--- src/rtl/burst_issuer_pkg.sv ---
// Shared definitions for the burst issuer.
// State encodings and default widths.
package burst_issuer_pkg;

    localparam int DEF_COUNT_WIDTH = 8;
    localparam int DEF_ADDR_WIDTH  = 16;

    localparam logic [1:0] ST_IDLE   = 2'd0;
    localparam logic [1:0] ST_ISSUE  = 2'd1;
    localparam logic [1:0] ST_FINISH = 2'd2;

    typedef enum logic [1:0] {
        S_IDLE   = ST_IDLE,
        S_ISSUE  = ST_ISSUE,
        S_FINISH = ST_FINISH
    } state_t;

endpackage

--- src/rtl/burst_issuer_if.sv ---
// Request beat bus: valid/ready handshake with
// address, index and last-beat marker.
interface burst_issuer_if
    import burst_issuer_pkg::*;
#(
    parameter int CW = DEF_COUNT_WIDTH,
    parameter int AW = DEF_ADDR_WIDTH
);

    logic          REQ_VALID;
    logic          REQ_READY;
    logic [AW-1:0] REQ_ADDR;
    logic [CW-1:0] REQ_INDEX;
    logic          REQ_LAST;

    modport master (
        output REQ_VALID,
        output REQ_ADDR,
        output REQ_INDEX,
        output REQ_LAST,
        input  REQ_READY
    );

    modport slave (
        input  REQ_VALID,
        input  REQ_ADDR,
        input  REQ_INDEX,
        input  REQ_LAST,
        output REQ_READY
    );

endinterface

--- src/rtl/burst_beat_counter.sv ---
// Loadable beat index counter with a terminal flag
// raised when the index reaches the loaded limit.
module burst_beat_counter #(
    parameter int W = 8
) (
    input  logic         CLK,
    input  logic         RESET_N,
    input  logic         load,
    input  logic         inc,
    input  logic [W-1:0] limit,
    output logic [W-1:0] index,
    output logic         term
);

    logic [W-1:0] limit_q;

    always_ff @(posedge CLK or negedge RESET_N) begin
        if (!RESET_N) begin
            index   <= '0;
            limit_q <= '0;
        end else if (load) begin
            index   <= '0;
            limit_q <= limit;
        end else if (inc) begin
            index   <= index + W'(1);
        end
    end

    assign term = (index == limit_q);

endmodule

--- src/rtl/burst_issuer.sv ---
// Issues LENGTH strided request beats over a
// valid/ready bus and pulses DONE on completion.
module burst_issuer
    import burst_issuer_pkg::*;
#(
    parameter int COUNT_WIDTH = DEF_COUNT_WIDTH,
    parameter int ADDR_WIDTH  = DEF_ADDR_WIDTH
) (
    input  logic                   CLK,
    input  logic                   RESET_N,
    input  logic                   START,
    input  logic [COUNT_WIDTH-1:0] LENGTH,
    input  logic [ADDR_WIDTH-1:0]  BASE_ADDR,
    input  logic [ADDR_WIDTH-1:0]  STRIDE,
    input  logic                   ABORT,
    burst_issuer_if.master         req,
    output logic                   BUSY,
    output logic                   DONE
);

    state_t state_q;
    state_t state_d;

    logic [ADDR_WIDTH-1:0]  addr_q;
    logic [ADDR_WIDTH-1:0]  stride_q;
    logic [COUNT_WIDTH-1:0] index;
    logic                   term;

    logic len_nz;
    logic load;
    logic fire;
    logic advance;

    assign len_nz  = (LENGTH != '0);
    assign load    = (state_q == S_IDLE) && START && len_nz;
    assign fire    = (state_q == S_ISSUE) && req.REQ_READY;
    assign advance = fire && !term;

    always_ff @(posedge CLK or negedge RESET_N) begin
        if (!RESET_N) begin
            state_q <= S_IDLE;
        end else begin
            state_q <= state_d;
        end
    end

    always_comb begin
        state_d = state_q;
        unique case (state_q)
            S_IDLE: begin
                if (START) begin
                    state_d = len_nz ? S_ISSUE : S_FINISH;
                end
            end
            S_ISSUE: begin
                if ((fire && term) || ABORT) begin
                    state_d = S_FINISH;
                end
            end
            S_FINISH: state_d = S_IDLE;
            default:  state_d = S_IDLE;
        endcase
    end

    // Address accumulates by stride; wraps at ADDR_WIDTH.
    always_ff @(posedge CLK or negedge RESET_N) begin
        if (!RESET_N) begin
            addr_q   <= '0;
            stride_q <= '0;
        end else if (load) begin
            addr_q   <= BASE_ADDR;
            stride_q <= STRIDE;
        end else if (advance) begin
            addr_q   <= addr_q + stride_q;
        end
    end

    burst_beat_counter #(
        .W (COUNT_WIDTH)
    ) u_cnt (
        .CLK     (CLK),
        .RESET_N (RESET_N),
        .load    (load),
        .inc     (advance),
        .limit   (LENGTH - COUNT_WIDTH'(1)),
        .index   (index),
        .term    (term)
    );

    assign req.REQ_VALID = (state_q == S_ISSUE);
    assign req.REQ_LAST  = (state_q == S_ISSUE) && term;
    assign req.REQ_ADDR  = addr_q;
    assign req.REQ_INDEX = index;
    assign BUSY          = (state_q != S_IDLE);
    assign DONE          = (state_q == S_FINISH);

endmodule

--- src/flat_wrapper.sv ---
// flat-port wrapper written by rule: the top's interface ports become plain ports
module burst_issuer_flat import burst_issuer_pkg::*;
#(
    parameter int COUNT_WIDTH = DEF_COUNT_WIDTH,
    parameter int ADDR_WIDTH  = DEF_ADDR_WIDTH
)
  (CLK, RESET_N, START, LENGTH, BASE_ADDR, STRIDE, ABORT, BUSY, DONE, req_REQ_VALID, req_REQ_ADDR, req_REQ_INDEX, req_REQ_LAST, req_REQ_READY);
  burst_issuer_if #(.CW(8), .AW(16)) req_i ();
  input  logic CLK;
  input  logic RESET_N;
  input  logic START;
  input  logic [COUNT_WIDTH-1:0] LENGTH;
  input  logic [ADDR_WIDTH-1:0] BASE_ADDR;
  input  logic [ADDR_WIDTH-1:0] STRIDE;
  input  logic ABORT;
  output logic BUSY;
  output logic DONE;
  output wire logic [$bits(req_i.REQ_VALID)-1:0] req_REQ_VALID;
  output wire logic [$bits(req_i.REQ_ADDR)-1:0] req_REQ_ADDR;
  output wire logic [$bits(req_i.REQ_INDEX)-1:0] req_REQ_INDEX;
  output wire logic [$bits(req_i.REQ_LAST)-1:0] req_REQ_LAST;
  input wire logic [$bits(req_i.REQ_READY)-1:0] req_REQ_READY;
  assign req_REQ_VALID = req_i.REQ_VALID;
  assign req_REQ_ADDR = req_i.REQ_ADDR;
  assign req_REQ_INDEX = req_i.REQ_INDEX;
  assign req_REQ_LAST = req_i.REQ_LAST;
  assign req_i.REQ_READY = req_REQ_READY;
  burst_issuer #(.COUNT_WIDTH(COUNT_WIDTH), .ADDR_WIDTH(ADDR_WIDTH)) u_core (.CLK(CLK), .RESET_N(RESET_N), .START(START), .LENGTH(LENGTH), .BASE_ADDR(BASE_ADDR), .STRIDE(STRIDE), .ABORT(ABORT), .req(req_i), .BUSY(BUSY), .DONE(DONE));
endmodule
--- config.mk ---
export PLATFORM = sky130hd
export DESIGN_NAME = burst_issuer_flat
export DESIGN_NICKNAME = d
export VERILOG_FILES = /design/src/rtl/burst_issuer_pkg.sv /design/src/rtl/burst_issuer_if.sv /design/src/rtl/burst_beat_counter.sv /design/src/rtl/burst_issuer.sv /design/src/flat_wrapper.sv
export SDC_FILE = /design/constraint.sdc
export NUM_CORES = 1
export LEC_CHECK = 0
export BUFFER_PORTS_ARGS = -buffer_cell sky130_fd_sc_hd__buf_2
export CORE_ASPECT_RATIO = 0.7
export CORE_UTILIZATION = 45
export CTS_CLUSTER_DIAMETER = 60
export DETAILED_ROUTE_END_ITERATION = 10
export HOLD_SLACK_MARGIN = 0.05
export PLACE_DENSITY = 0.79
export SLEW_MARGIN = 20
export SYNTH_ARGS = -nofsm -noshare
export SYNTH_HDL_FRONTEND = slang
export SYNTH_HIERARCHICAL = 1
export SYNTH_SLANG_ARGS = --single-unit
--- constraint.sdc ---
create_clock -name CLK -period 5.35 [get_ports CLK]
set_input_delay 1.3375 -clock CLK [delete_from_list [all_inputs] [get_ports CLK]]
set_output_delay 1.3375 -clock CLK [all_outputs]
set_load 0.02 [all_outputs]
; ---- Word-level counts from Yosys, hierarchy flattened
; Cells that the tools add are included.
; W data, S select, Z words.
[word_totals]
out_inout_bits = 28
word_cells = 34
inputBits = 45
register_bits = 50
[classes]
n_addsub = 3
n_reduce_logical = 13
n_mux = 8
eq_ne = 5
[op_table]
columns = operator, count
row1 = $mux W16, 2
row2 = $add A16 B16 Y16, 1
row3 = $mux W8, 2
row4 = $add A8 B1 Y8 const B, 1
row5 = $eq A8 B8 Y1, 1
row6 = $reduce_bool A8 Y1, 1
row7 = $sub A8 B1 Y8 const B, 1
row8 = $logic_and A1 B1 Y1, 6
row9 = $mux W2, 3
row10 = $pmux W2 S2, 1
row11 = $reduce_bool A2 Y1, 2
row12 = $eq A2 B1 Y1 const B, 1
row13 = $eq A2 B2 Y1 const B, 1
row14 = $logic_not A2 Y1, 1
row15 = $ne A2 B1 Y1 const B, 1
row16 = $ne A2 B2 Y1 const B, 1
row17 = $reduce_and A2 Y1, 1
row18 = $logic_not A1 Y1, 1
row19 = $logic_or A1 B1 Y1, 1

; ---- Logic depth before layout (Yosys ltp)
[logic_depth]
ltp_word = 6
depth_mapped = 11
depth_no_buf = 10

; ---- Cells and area by module
; Netlist, hierarchy kept.
[modules_own_cells]
columns = module, instances, seq_area_each_um2, cells_per_inst, area_each_um2
row1 = burst_issuer, 1, 850.8, 275, 2307.2
row2 = burst_beat_counter, 1, 400.4, 66, 767.0

; ---- Worst setup path after synthesis
; OpenSTA, ideal clock, no wires.
[synth_path]
kind = input -> register
start = input LENGTH[3]
end = register u_core.u_cnt.limit_q[2]
setup_ns = 0.125
n_path_buf = 4
t_arrival_ns = 3.180
t_required_ns = 5.225
setup_slack_ns = 2.045
path_stages = 8
cell_sequence = or4_4 > o311ai_4 > inv_2 > buf_2 > buf_2 > buf_2 > buf_2 > mux2_2
[synth_via]
elab_chain_cells = 2
[synth_rtl]
columns = item, line_no
row1 = start: declaration, flat_wrapper.sv:12  ; input logic [COUNT_WIDTH-1:0] LENGTH;
row2 = $reduce_bool A8 Y1, burst_issuer.sv:34  ; assign len_nz = (LENGTH != '0);
row3 = $logic_and A1 B1 Y1, burst_issuer.sv:35  ; assign load = (state_q == S_IDLE) && START && len_nz;
row4 = via u_core.load, burst_issuer.sv:30  ; logic load;
row5 = end signal: assignment, burst_beat_counter.sv:23  ; limit_q <= limit;
row6 = end: declaration, burst_beat_counter.sv:15  ; logic [W-1:0] limit_q;
; The timed path passes the listed nets, and every way through them passes these cells.
; A chain may end at the register's enable or synchronous reset.

; ---- Worst setup path after layout
[layout_path]
start = input LENGTH[3]
end = register u_core.addr_q[14] (netlist: u_core/req.REQ_ADDR[14])
[layout_via]
elab_chain_cells = 3
elab_cells_between_ends = 4
cone_classes = mux: 1 / reduce/logical: 3
[layout_rtl]
columns = item, line_no
row1 = $reduce_bool A8 Y1 *, burst_issuer.sv:34
row2 = $logic_and A1 B1 Y1 *, burst_issuer.sv:35
row3 = $mux W16 / $reduce_bool A2 Y1 (equally long branches), n/a
row4 = end signal: assignment, burst_issuer.sv:74  ; addr_q <= addr_q + stride_q;
row5 = end: declaration, burst_issuer.sv:24  ; logic [ADDR_WIDTH-1:0] addr_q;
; Mark *: on every way between the ends. The rest lies on a longest branch, timed or not.

==> run metrics <==
global-route wire length before repair=12140 µm; setup TNS=0 ns; Hold WC Path Type=register to register; postcts setup bufs=0; Net Sw Frac=46.20%; Worst-Margin Slew=0.8290 ns; P_sw=0.0009933 W; core area=6396 µm²; pin count of the biggest net entering global routing=51; GRT Residual Overflow=0; number of global-route vias before repair=2599; asr flop ratio synth=100.0%; Seq pwr share=31.4%; GPL Wtd Cong=0.7952; Clock Pin Slew Worst Setup and Hold Paths=0.09 ns; r2r setup slk=2.10 ns; row count=24; synth cell count leaders=68 x nand2_1, 50 x dfrtp_1, 21 x a21oi_1, 21 x nor2_1, 19 x o21ai_0; Clock Skews=0.003314 ns; Startpoint Class=input pin; CTS root buf=clkbuf_8; DRT Pass-1 Iters=5; Worst Path Required=5.60 ns; status=finished clean; H-tree depth=2; max-slew violations=0; Remaining DRCs=0; P_leak=1.754 nW; fin crit share=65.31%; Detail Route Antenna Nets=0; clock sinks=50; First DRT Iteration DRCs=131; Setup Viol. Count Final=0; Die Wd=100.8 µm; CTS Buf Count=5; Final Critical Period=3.494 ns; Fmax=286.2 MHz; most frequent cell after synthesis=nand2_1; FF+latch area=1251 µm²; post-cts sizing count=0; pwr/cell area=599.6 nW/µm²; final instance count without filler cells=499; Multi-input gate area=1722 µm²; Seq/Total Area, Yosys=40.70%; Reg2Reg Depth=9; RSZ-0062 raised after global routing=false; Syn Area/Cell=9.015 µm²; CTS tree=done; initial antenna violation count=0; critical path class=input pin to register; YS warnings=6; flops & latches, synth=50; main area contributors after synthesis=dfrtp_1 41%, nand2_1 8.3%, ha_1 7.3%, xnor2_1 4.8%, a21oi_1 3.4%; post-synthesis cell type count=48; port bufs=72; Net count, final=471; # diodes=0; Total GRT Usage=21.45%; Fin. Hold Viols=0; final wirelength=7141 µm; CP arrival=3.74 ns; Max IR drop VDD=0.2106 mV; Layout area overhead=16.65%; Clk network pwr share=11.0%; DIE AREA=7171 µm²; share of layout cells above drive strength 1=23.53%; die outline height=71.15 µm; vias per inst=5.491; hold depth=1; fill count=600; Clock Tree Buf Depth=2; top_reg_cell synth=dfrtp_1; Gate power share=57.6%; total internal power=0.001157 W; dpl cells=491; Post-DP HPWL=5252 µm; Synth top area share=40.70%; max_cap viols=0; Post-synth EDFFs=0; Post-Syn Nets=405; Worst Setup End Kind=register; # IOs=73; WHS=0.4683 ns; routed length per instance=14.31 µm; synthesized area=3074 µm²; via count=2740; initial core utilization=48.06%; Max transition margin=44.65%; crit path max fanout=48; Post-Synthesis Cells=341; Worst-Skew Late Latency=0.31 ns; Yosys top cell by area=dfrtp_1; hold buffer count at cts=0
[final timing paths]
kind	from	end
hold reg to reg	u_core/state_q[1]$_DFFE_PN0P_	u_core/state_q[1]$_DFFE_PN0P_
min in group asynchronous	RESET_N	u_core/req.REQ_ADDR[4]$_DFFE_PN0P_
setup / recovery	LENGTH[3]	u_core/req.REQ_ADDR[14]$_DFFE_PN0P_
setup reg to reg	u_core/u_cnt/index[0]$_DFFE_PN0P_	u_core/req.REQ_ADDR[14]$_DFFE_PN0P_
hold / removal	u_core/state_q[1]$_DFFE_PN0P_	u_core/state_q[1]$_DFFE_PN0P_
max in group asynchronous	RESET_N	u_core/stride_q[14]$_DFFE_PN0P_
[layout make-up]
class,instances,share of cell area (%)
multi-input cells,268,48.01
inverters,9,0.9421
repair buffers,73,10.33
clock buffers,6,2.303
clock inverters,2,0.3489
well taps,91,3.175
flip-flops and latches,50,34.89
[placed cells by master (no fill, tap or decap), types with 6 or more instances in the layout]
cell	synthesis	layout
buf_2	8	71
nand2_1	68	68
dfrtp_1	50	50
nor2_1	21	21
a21oi_1	21	21
o21ai_0	19	19
ha_1	18	18
xnor2_1	17	17
nand3_1	11	11
xor2_1	9	9
nand4_1	9	9
mux2_2	9	9
inv_1	7	7
clkbuf_8	0	6
a21o_1	6	6
[worst max-delay path, stage by stage]
cell	delay, ns
buf_2	0.13
or4_4	0.55
o311ai_4	0.26
buf_4	0.34
inv_2	0.40
a311oi_2	0.33
a21oi_1	0.07
a41o_1	0.23
nor2_1	0.08
[metrics by stage]
step	cell area, µm²	setup slack (ns)	power, W	utilization, %
detailed placement	3488	1.558	0.001902	54.54
finish	3586	1.856	0.002150	56.06
CTS	3583	1.877	0.002145	56.03
global route	3586	1.683	0.002343	56.06
global placement	3488	1.632	0.001857	54.54
floorplan	3074	2.045	0.001600	-
[per-layer routing]
layer | vias to the layer above | track usage (%) | part of all wire, %
li1 | 1335 | - | -
met1 | 1294 | 30.80 | 48
met2 | 102 | 33.03 | 44
met3 | 9 | 4.941 | 6.7
met4 | 0 | 4.992 | 0.95
met5 | - | 0 | 0
[state kept, by name, summed over array words and instances, names as in the netlist]
| name | cells |
|---|---|
| u_core/req.REQ_ADDR | 16 |
| u_core/state_q | 2 |
| u_core/stride_q | 16 |
| u_core/u_cnt/index | 8 |
| u_core/u_cnt/limit_q | 8 |
[power groups by stage]
stage | combinational (W) | sequential, W | clock, W
2_1_floorplan | 0.000869 | 0.000731 | 0
3_3_place_gp | 0.00118 | 0.000677 | 0
3_5_place_dp | 0.00122 | 0.000679 | 0
4_1_cts | 0.00123 | 0.000674 | 0.000241
5_1_grt | 0.00139 | 0.000698 | 0.000255
6_report | 0.00124 | 0.000676 | 0.000236
[kinds of logic after synthesis]
group / count (synthesis) / synth area share, %
AOI/OAI and AO/OA: 77 / 16.61
xor gates and xnor gates: 26 / 7.407
adders and majority gates: 19 / 7.977
buffers and inverters: 23 / 3.296
DFF: 50 / 40.70
muxes: 11 / 3.948
and+or+nand+nor: 135 / 20.06
Power figures use the tool's default switching activity.
